**src/rtl/lsu_unit.sv**
```systemverilog
// ============================================================================
// Module      : lsu_unit
// Description : Load/store unit running one req/gnt/rvalid data-bus
//               transaction per request. Load data is aligned and extended
//               before it goes back to the register file.
// Revision    : 1.0 - initial release
// ============================================================================
`default_nettype none

module lsu_unit #(
    parameter int ADDR_W = 32
) (
    input  logic              clk_i,
    input  logic              rst_i,
    // issue-stage request
    input  logic              data_req_i,
    input  logic              data_we_i,
    input  logic [1:0]        data_type_i,
    input  logic              data_sext_i,
    input  logic [ADDR_W-1:0] lsu_addr_i,
    input  logic [31:0]       lsu_wdata_i,
    input  logic [4:0]        rf_waddr_i,
    output logic              busy_o,
    // data-memory bus
    output logic              data_req_o,
    input  logic              data_gnt_i,
    output logic [ADDR_W-1:0] data_addr_o,
    output logic              data_we_o,
    output logic [3:0]        data_be_o,
    output logic [31:0]       data_wdata_o,
    input  logic              data_rvalid_i,
    input  logic [31:0]       data_rdata_i,
    input  logic              data_err_i,
    // register-file write-back and completion
    output logic              rf_we_o,
    output logic [4:0]        rf_waddr_o,
    output logic [31:0]       rf_wdata_o,
    output logic              done_o,
    output logic              err_o
);

    localparam logic [1:0] c_ST_IDLE = 2'd0;
    localparam logic [1:0] c_ST_REQ  = 2'd1;
    localparam logic [1:0] c_ST_WAIT = 2'd2;
    localparam logic [1:0] c_ST_RESP = 2'd3;

    localparam logic [1:0] c_TYPE_WORD = 2'b00;
    localparam logic [1:0] c_TYPE_HALF = 2'b01;
    localparam logic [1:0] c_TYPE_BYTE = 2'b10;

    logic [1:0]        r_state;
    logic              r_we;
    logic [1:0]        r_type;
    logic              r_sext;
    logic [ADDR_W-1:0] r_addr;
    logic [31:0]       r_wdata;
    logic [4:0]        r_waddr;
    logic              r_err;
    logic [31:0]       r_rdata;

    logic              w_bad;
    logic [1:0]        w_off;
    logic [3:0]        w_be;
    logic [31:0]       w_wdata;
    logic [31:0]       w_shift;
    logic [31:0]       w_load;
    logic              w_in_req;
    logic              w_in_resp;
    logic              w_rf_we;

    // Alignment / legality of the incoming request, judged on the live inputs
    always_comb begin
        w_bad = 1'b0;
        case (data_type_i)
            c_TYPE_WORD: w_bad = |lsu_addr_i[1:0];
            c_TYPE_HALF: w_bad = lsu_addr_i[0];
            c_TYPE_BYTE: w_bad = 1'b0;
            default:     w_bad = 1'b1;
        endcase
    end

    always_ff @(posedge clk_i) begin
        if (rst_i) begin
            r_state <= c_ST_IDLE;
            r_we    <= 1'b0;
            r_type  <= 2'b00;
            r_sext  <= 1'b0;
            r_addr  <= '0;
            r_wdata <= 32'd0;
            r_waddr <= 5'd0;
            r_err   <= 1'b0;
            r_rdata <= 32'd0;
        end else begin
            case (r_state)
                c_ST_IDLE: begin
                    if (data_req_i) begin
                        r_we    <= data_we_i;
                        r_type  <= data_type_i;
                        r_sext  <= data_sext_i;
                        r_addr  <= lsu_addr_i;
                        r_wdata <= lsu_wdata_i;
                        r_waddr <= rf_waddr_i;
                        r_err   <= w_bad;
                        r_rdata <= 32'd0;
                        r_state <= w_bad ? c_ST_RESP : c_ST_REQ;
                    end
                end
                c_ST_REQ: begin
                    // A response in the grant cycle is a protocol violation; only the grant matters here
                    if (data_gnt_i) begin
                        r_state <= c_ST_WAIT;
                    end
                end
                c_ST_WAIT: begin
                    if (data_rvalid_i) begin
                        r_rdata <= data_rdata_i;
                        r_err   <= data_err_i;
                        r_state <= c_ST_RESP;
                    end
                end
                c_ST_RESP: begin
                    r_state <= c_ST_IDLE;
                end
                default: begin
                    r_state <= c_ST_IDLE;
                end
            endcase
        end
    end

    assign w_off = r_addr[1:0];

    always_comb begin
        w_be    = 4'b1111;
        w_wdata = r_wdata;
        case (r_type)
            c_TYPE_BYTE: begin
                w_be    = 4'b0001 << w_off;
                w_wdata = {4{r_wdata[7:0]}};
            end
            c_TYPE_HALF: begin
                w_be    = 4'b0011 << w_off;
                w_wdata = {2{r_wdata[15:0]}};
            end
            default: begin
                w_be    = 4'b1111;
                w_wdata = r_wdata;
            end
        endcase
    end

    // Bring the addressed lane down to bit 0, then extend to the access size
    assign w_shift = r_rdata >> {w_off, 3'b000};

    always_comb begin
        w_load = w_shift;
        case (r_type)
            c_TYPE_BYTE: w_load = {{24{r_sext & w_shift[7]}}, w_shift[7:0]};
            c_TYPE_HALF: w_load = {{16{r_sext & w_shift[15]}}, w_shift[15:0]};
            default:     w_load = w_shift;
        endcase
    end

    assign w_in_req  = (r_state == c_ST_REQ);
    assign w_in_resp = (r_state == c_ST_RESP);
    assign w_rf_we   = w_in_resp & ~r_we & ~r_err;

    assign busy_o       = (r_state != c_ST_IDLE);
    assign data_req_o   = w_in_req;
    assign data_addr_o  = w_in_req ? {r_addr[ADDR_W-1:2], 2'b00} : '0;
    assign data_we_o    = w_in_req & r_we;
    assign data_be_o    = w_in_req ? w_be : 4'b0000;
    assign data_wdata_o = (w_in_req && r_we) ? w_wdata : 32'd0;

    assign done_o     = w_in_resp;
    assign err_o      = w_in_resp & r_err;
    assign rf_we_o    = w_rf_we;
    assign rf_waddr_o = w_rf_we ? r_waddr : 5'd0;
    assign rf_wdata_o = w_rf_we ? w_load : 32'd0;

endmodule

`default_nettype wire

```
**config.mk**
```make
export PLATFORM = sky130hd
export DESIGN_NAME = lsu_unit
export DESIGN_NICKNAME = d
export VERILOG_FILES = /design/src/rtl/lsu_unit.sv
export SDC_FILE = /design/constraint.sdc
export NUM_CORES = 1
export LEC_CHECK = 0
export CAP_MARGIN = 10
export CORE_ASPECT_RATIO = 2
export CORE_MARGIN = 2
export CORE_UTILIZATION = 47
export CTS_BUF_LIST = sky130_fd_sc_hd__clkbuf_16
export CTS_CLUSTER_DIAMETER = 100
export CTS_CLUSTER_SIZE = 12
export DETAILED_ROUTE_END_ITERATION = 16
export PLACE_DENSITY = 0.94
export SLEW_MARGIN = 20
export SYNTH_ARGS = -nofsm -noshare
export SYNTH_HDL_FRONTEND = slang
export SYNTH_SLANG_ARGS = --single-unit
export TNS_END_PERCENT = 1
```
**constraint.sdc**
```tcl
create_clock -name clk_i -period 4.1 [get_ports clk_i]
set_input_delay 0.41 -clock clk_i [delete_from_list [all_inputs] [get_ports clk_i]]
set_output_delay 0.41 -clock clk_i [all_outputs]
set_load 0.005 [all_outputs]
```
==> results.toml, run 1 <==
[yosys]
ys_ff_latch = 108
synth.avg_cell_area_um2 = 7.39
synthTopCellsByArea = "dfxtp_1, nand2_1, a21oi_1"
synth_top_area_cell = "dfxtp_1"
yosysSeqAreaShare_pct = 39.9
ys_types = 38
netlist.area_leader.share_pct = 39.9
syn_area_mm2 = 0.00543
yosys_warnings = 0
syn_inst = 734

[timing]
final_hold_viol_count = 0
worst_hold_slack_ns = 0.452
fin_skew_ns = 0.0118
min_period_ns = 3.39
setup_viol = 0
finalMaxSlewViolations = 0
period_share_pct = 82.8
layout_setup_ws_ns = 0.706
grt_setup_unrepaired = "false"
setup_tns_ns = 0
max_freq_mhz = 295
slew_headroom_pct = 42.7
worst_pin_slew_ns = 0.856

[drt]
routed_wirelength_mm = 17.6
wl_per_cell_um = 16.7
vias = 5801
via_per_inst = 5.50
drt_iter0_drc = 303
first_pass_iters = 5
antenna_left = 0
drc = 0

[grt]
grt_max_degree = 109
grt-ovfl-total = 0
grt_usage_pct = 28.0
antenna_found_initial = 0
grt_pass1_wl_mm = 27.6
grt_pass1_vias = 5707

[finish]
layout_commonest_cell = "clkdlybuf4s50_1"
area_delta_synth_final_pct = 45.1
multi_input_area_mm2 = 0.00295
drive_gt1_share_pct = 3.83
nNetsFinal = 1026
diodes = 0
fill_cells = 925
layout_common_cells = "clkdlybuf4s50_1, nand2_1, dfxtp_1"
seqCellArea_mm2 = 0.00216

[place]
place_ws_ns = 1.11
gp_congestion = 0.914
hpwl_mm = 13.0
io_buffer_count = 219

[cts]
numCtsBuffers = 9
clock_sinks = 108
htree_num_levels = 3
clk-insertion-delay-late_ns = 0.34
clk_transition_reported_paths_ns = 0.07
cts_setup_buffers = 0
ctsResizeCount = 0
clockRootBuffer = "clkbuf_16"
cts_hold_buf = 0
cts_tree = "done"
cts_buffer_depth = 2

[floorplanning]
die-area_mm2 = 0.0125
rows = 55
fp.dieW_um = 80.0
core_mm2 = 0.0113
start_util_pct = 48.1
pin_count = 222
die_y_um = 156

[setup_path]
crit_path_start_kind = "register"
cp_max_fo = 29
crit_required_ns = 3.69
crit_arrival_ns = 2.98
setup.worst_path.end_class = "output port"
path_class = "reg -> out"
rrSetupSlack_ns = 1.78

[worst_hold_path]
hold_class = "reg -> reg"

[pwr]
leakage_nw = 2.76
peakVddDrop_mv = 0.330
power_density_mw_per_mm2 = 441

[run_status]
status = "completed"

[job]
drv_cap = 0
==> routing by layer <==
metal	share of wire, %	track usage, %	vias up	wire length (um)
met5	0	0	-	0
li1	-	-	2824	-
met1	35	28.3	2643	6070
met2	51	49.0	253	9040
met4	7.3	20.0	0	1280
met3	6.7	6.42	81	1180
==> critical path: stages, from the launching register on <==
cell             delay, ns
dfxtp_1               0.38
inv_1                 0.06
ha_1                  0.62
buf_4                 0.36
a311oi_4              0.58
nor2_1                0.14
clkdlybuf4s50_1       0.50
==> sequential cells by signal, summed over array words and instances (netlist names) <==
register / cells
r_rdata: 32
r_wdata: 32
r_state: 2
r_we: 1
r_sext: 1
r_addr: 32
r_waddr: 5
r_err: 1
r_type: 2
==> where the power goes <==
group,total [mW],switching [mW],internal (mW)
combinational,1.30,0.768,0.536
sequential,1.36,0.148,1.21
clock,0.806,0.390,0.415
total,3.47,1.31,2.17
==> synth_stat cells, drive strengths merged <==
| cell | n |
|---|---|
| a211oi | 22 |
| a21boi | 1 |
| a21oi | 91 |
| a221o | 1 |
| a221oi | 1 |
| a22oi | 54 |
| a311oi | 2 |
| and2 | 32 |
| and3 | 14 |
| buf | 12 |
| clkbuf | 54 |
| clkinv | 1 |
| conb | 1 |
| dfxtp | 108 |
| ha | 7 |
| inv | 10 |
| mux2i | 17 |
| nand2 | 178 |
| nand2b | 3 |
| nand3 | 2 |
| nand3b | 1 |
| nor2 | 80 |
| nor2b | 15 |
| nor3 | 3 |
| nor4 | 1 |
| o21a | 3 |
| o21ai | 9 |
| o22ai | 1 |
| o2bb2ai | 8 |
| or2 | 1 |
| or3 | 1 |
==> cell families after synthesis <==
| kind of cell | share of synthesized area, % |
|---|---|
| compound gates | 22.9 |
| flops | 39.9 |
| buf+inv | 5.95 |
| other cells | 0.0691 |
| simple gates | 26.2 |
| fa+ha+maj | 1.61 |
| mux | 3.37 |
==> area by class of cell <==
class	instances	area share [%]
Inverter	11	0.525
Clock buffer	9	2.86
Clock inverter	7	0.652
Timing Repair Buffer	228	28.7
Tap cell	142	2.26
Multi-Input combinational cell	550	37.5
Sequential cell	108	27.5
==> per-stage QoR <==
step           power [mW]  util [%]  std cells  cell area (um2)
5_1_grt              3.69      69.7       1055             7870
2_1_floorplan        2.20         -        735             5430
4_1_cts              3.48      69.7       1055             7870
3_5_place_dp         2.68      67.2       1039             7590
3_3_place_gp         2.65      67.2       1039             7590
6_report             3.47      69.7       1055             7870
==> final timing paths <==
path | startpoint | endpoint | depth (start not counted)
setup / recovery | r_type[0] | rf_wdata_o[18] | 6
hold / removal | r_addr[6] | r_addr[6] | 2
setup reg to reg | r_state[0] | r_err | 6
hold reg to reg | r_addr[6] | r_addr[6] | 2
Note: power is estimated with default switching activity, not from simulation.
==> inputs of run 2 (changes only) <==
--- a/config.mk
+++ b/config.mk
@@ -8,12 +8,12 @@
 export CAP_MARGIN = 10
 export CORE_ASPECT_RATIO = 2
 export CORE_MARGIN = 2
-export CORE_UTILIZATION = 47
+export CORE_UTILIZATION = 44
 export CTS_BUF_LIST = sky130_fd_sc_hd__clkbuf_16
 export CTS_CLUSTER_DIAMETER = 100
 export CTS_CLUSTER_SIZE = 12
 export DETAILED_ROUTE_END_ITERATION = 16
-export PLACE_DENSITY = 0.94
+export PLACE_DENSITY = 0.9
 export SLEW_MARGIN = 20
 export SYNTH_ARGS = -nofsm -noshare
 export SYNTH_HDL_FRONTEND = slang
==> constraint.sdc (replaced) <==
create_clock -name clk_i -period 3.3 [get_ports clk_i]
set_input_delay 0.33 -clock clk_i [delete_from_list [all_inputs] [get_ports clk_i]]
set_output_delay 0.33 -clock clk_i [all_outputs]
set_load 0.005 [all_outputs]
==> run 2 against run 1 <==
Effect of this change:
- combinational power rose by 31%
- die area rose by 6.6%
- design area rose by 0.92%
- sequential cell count did not move
- worst hold slack got worse by 0.0016 ns
- final cell count rose by 1.0%
- sequential share of layout area fell by 0.25 points
==> results.toml, run 2 (synthesized netlist as in run 1, its figures left out) <==
[cts]
clk-insertion-delay-late_ns = 0.34
clock_sinks = 108
cts_hold_buf = 0
cts_setup_buffers = 0
clockRootBuffer = "clkbuf_16"
ctsResizeCount = 0
numCtsBuffers = 9
clk_transition_reported_paths_ns = 0.07
cts_buffer_depth = 2
cts_tree = "done"
htree_num_levels = 3

[floorplanning]
pin_count = 222
fp.dieW_um = 82.5
die_y_um = 161
core_mm2 = 0.0121
start_util_pct = 44.7
rows = 57
die-area_mm2 = 0.0133

[finish]
finalInstanceArea_mm2 = 0.00794
diodes = 0
area_delta_synth_final_pct = 46.4
top_regs = "r_addr: 32 flops, r_rdata: 32 flops, r_wdata: 32 flops"
drive_gt1_share_pct = 4.24
layout_commonest_cell = "clkdlybuf4s50_1"
fin_util_pct = 65.5
nNetsFinal = 1032
layout_common_cells = "clkdlybuf4s50_1, nand2_1, dfxtp_1"
fin_cells = 1066

[place]
dp.cells = 1050
hpwl_mm = 13.2
place_ws_ns = 0.648
io_buffer_count = 219
gp_congestion = 0.850
placedInstanceArea_mm2 = 0.00766

[setup_path]
r2r-start = "r_state[0]"
crit_chain = "inv_1 > ha_1 > buf_4 > a311oi_4 > nor2_1 > clkdlybuf4s50_1"
slowest_delay_ns = 0.57
cp_top_family = "buffers and inverters"
path_class = "reg -> out"
reg2reg_to = "r_rdata[12]"
cp_slowest_cell = "a311oi_4"
cp_max_fo = 17
crit_required_ns = 2.97
crit_path_start_kind = "register"
timing.critical_path.buf_inv = 3
rrSetupSlack_ns = 0.88
reg2reg_depth = 7
setup.worst_path.end_class = "output port"
crit_arrival_ns = 2.74

[worst_hold_path]
holdPathEnd = "r_addr[3]"
hold_class = "reg -> reg"
whs_path_depth = 2
min_from = "r_addr[3]"

[grt]
grt_max_degree = 109
grt_usage_pct = 26.9
grt-ovfl-total = 0
grt_pass1_wl_mm = 27.7
antenna_found_initial = 0
grt_pass1_vias = 5582

[pwr]
leakage_nw = 2.79
p_total_mw = 4.38
power_density_mw_per_mm2 = 551
peakVddDrop_mv = 0.388

[timing]
finalMaxSlewViolations = 0
setup_viol = 0
fin_skew_ns = 0.00827
grt_setup_unrepaired = "false"
max_freq_mhz = 325
period_share_pct = 93.2
worst_hold_slack_ns = 0.450
setup_tns_ns = 0
slew_headroom_pct = 39.0
layout_setup_ws_ns = 0.225
worst_pin_slew_ns = 0.916
final_hold_viol_count = 0
min_period_ns = 3.07

[job]
drv_cap = 0

[drt]
via_per_inst = 5.40
wl_per_cell_um = 16.8
drt_iter0_drc = 341
drc = 0
antenna_left = 0
routed_wirelength_mm = 17.9
vias = 5754
first_pass_iters = 6

[run_status]
status = "completed"
-- run 2: cell count changes in the layout (fill, tap and decap cells not counted), sizes merged --
cell and delta:
buf +6
-- run 2: area by class of cell --
cell class | instances | area (um2)
Sequential cell | 108 | 2160
Tap cell | 147 | 184
Fill cell | 1057 | 4180
Timing Repair Buffer | 234 | 2330
Clock inverter | 7 | 50.0
Clock buffer | 9 | 225
Multi-Input combinational cell | 550 | 2950
Inverter | 11 | 41.3
-- run 2: per-layer routing --
layer	GRT usage, %	vias to the layer above	part of all wire, %
met3	5.31	47	5.9
met4	13.6	0	4.6
met1	27.3	2649	35
li1	-	2835	-
met5	0	-	0
met2	49.7	223	55
-- run 2: worst reg2reg max path, stage by stage, from the launching register on --
cell     delay [ns]
dfxtp_1        0.39
inv_1          0.10
ha_1           0.28
nor2b_1        0.20
or3_1          0.76
buf_4          0.34
a22oi_1        0.14
nor2_1         0.07
-- run 2: worst max-delay path by stage --
| stage | from | to | slack [ns] | cells past startpoint |
|---|---|---|---|---|
| final | r_type[0] | rf_wdata_o[17] | 0.23 | 6 |
| after global routing | r_type[0] | rf_wdata_o[17] | 0.06 | 6 |
| after CTS | r_type[0] | rf_wdata_o[18] | 0.28 | 6 |
| after detailed placement | r_type[0] | rf_wdata_o[18] | 0.65 | 6 |
| after global placement | r_type[0] | rf_wdata_o[18] | 0.68 | 6 |
| after floorplan | r_type[0] | data_wdata_o[13] | 1.38 | 7 |
-- run 2: where the power goes --
group,switching (mW),internal [mW]
Combinational,0.987,0.710
Clock,0.493,0.515
Sequential,0.165,1.51
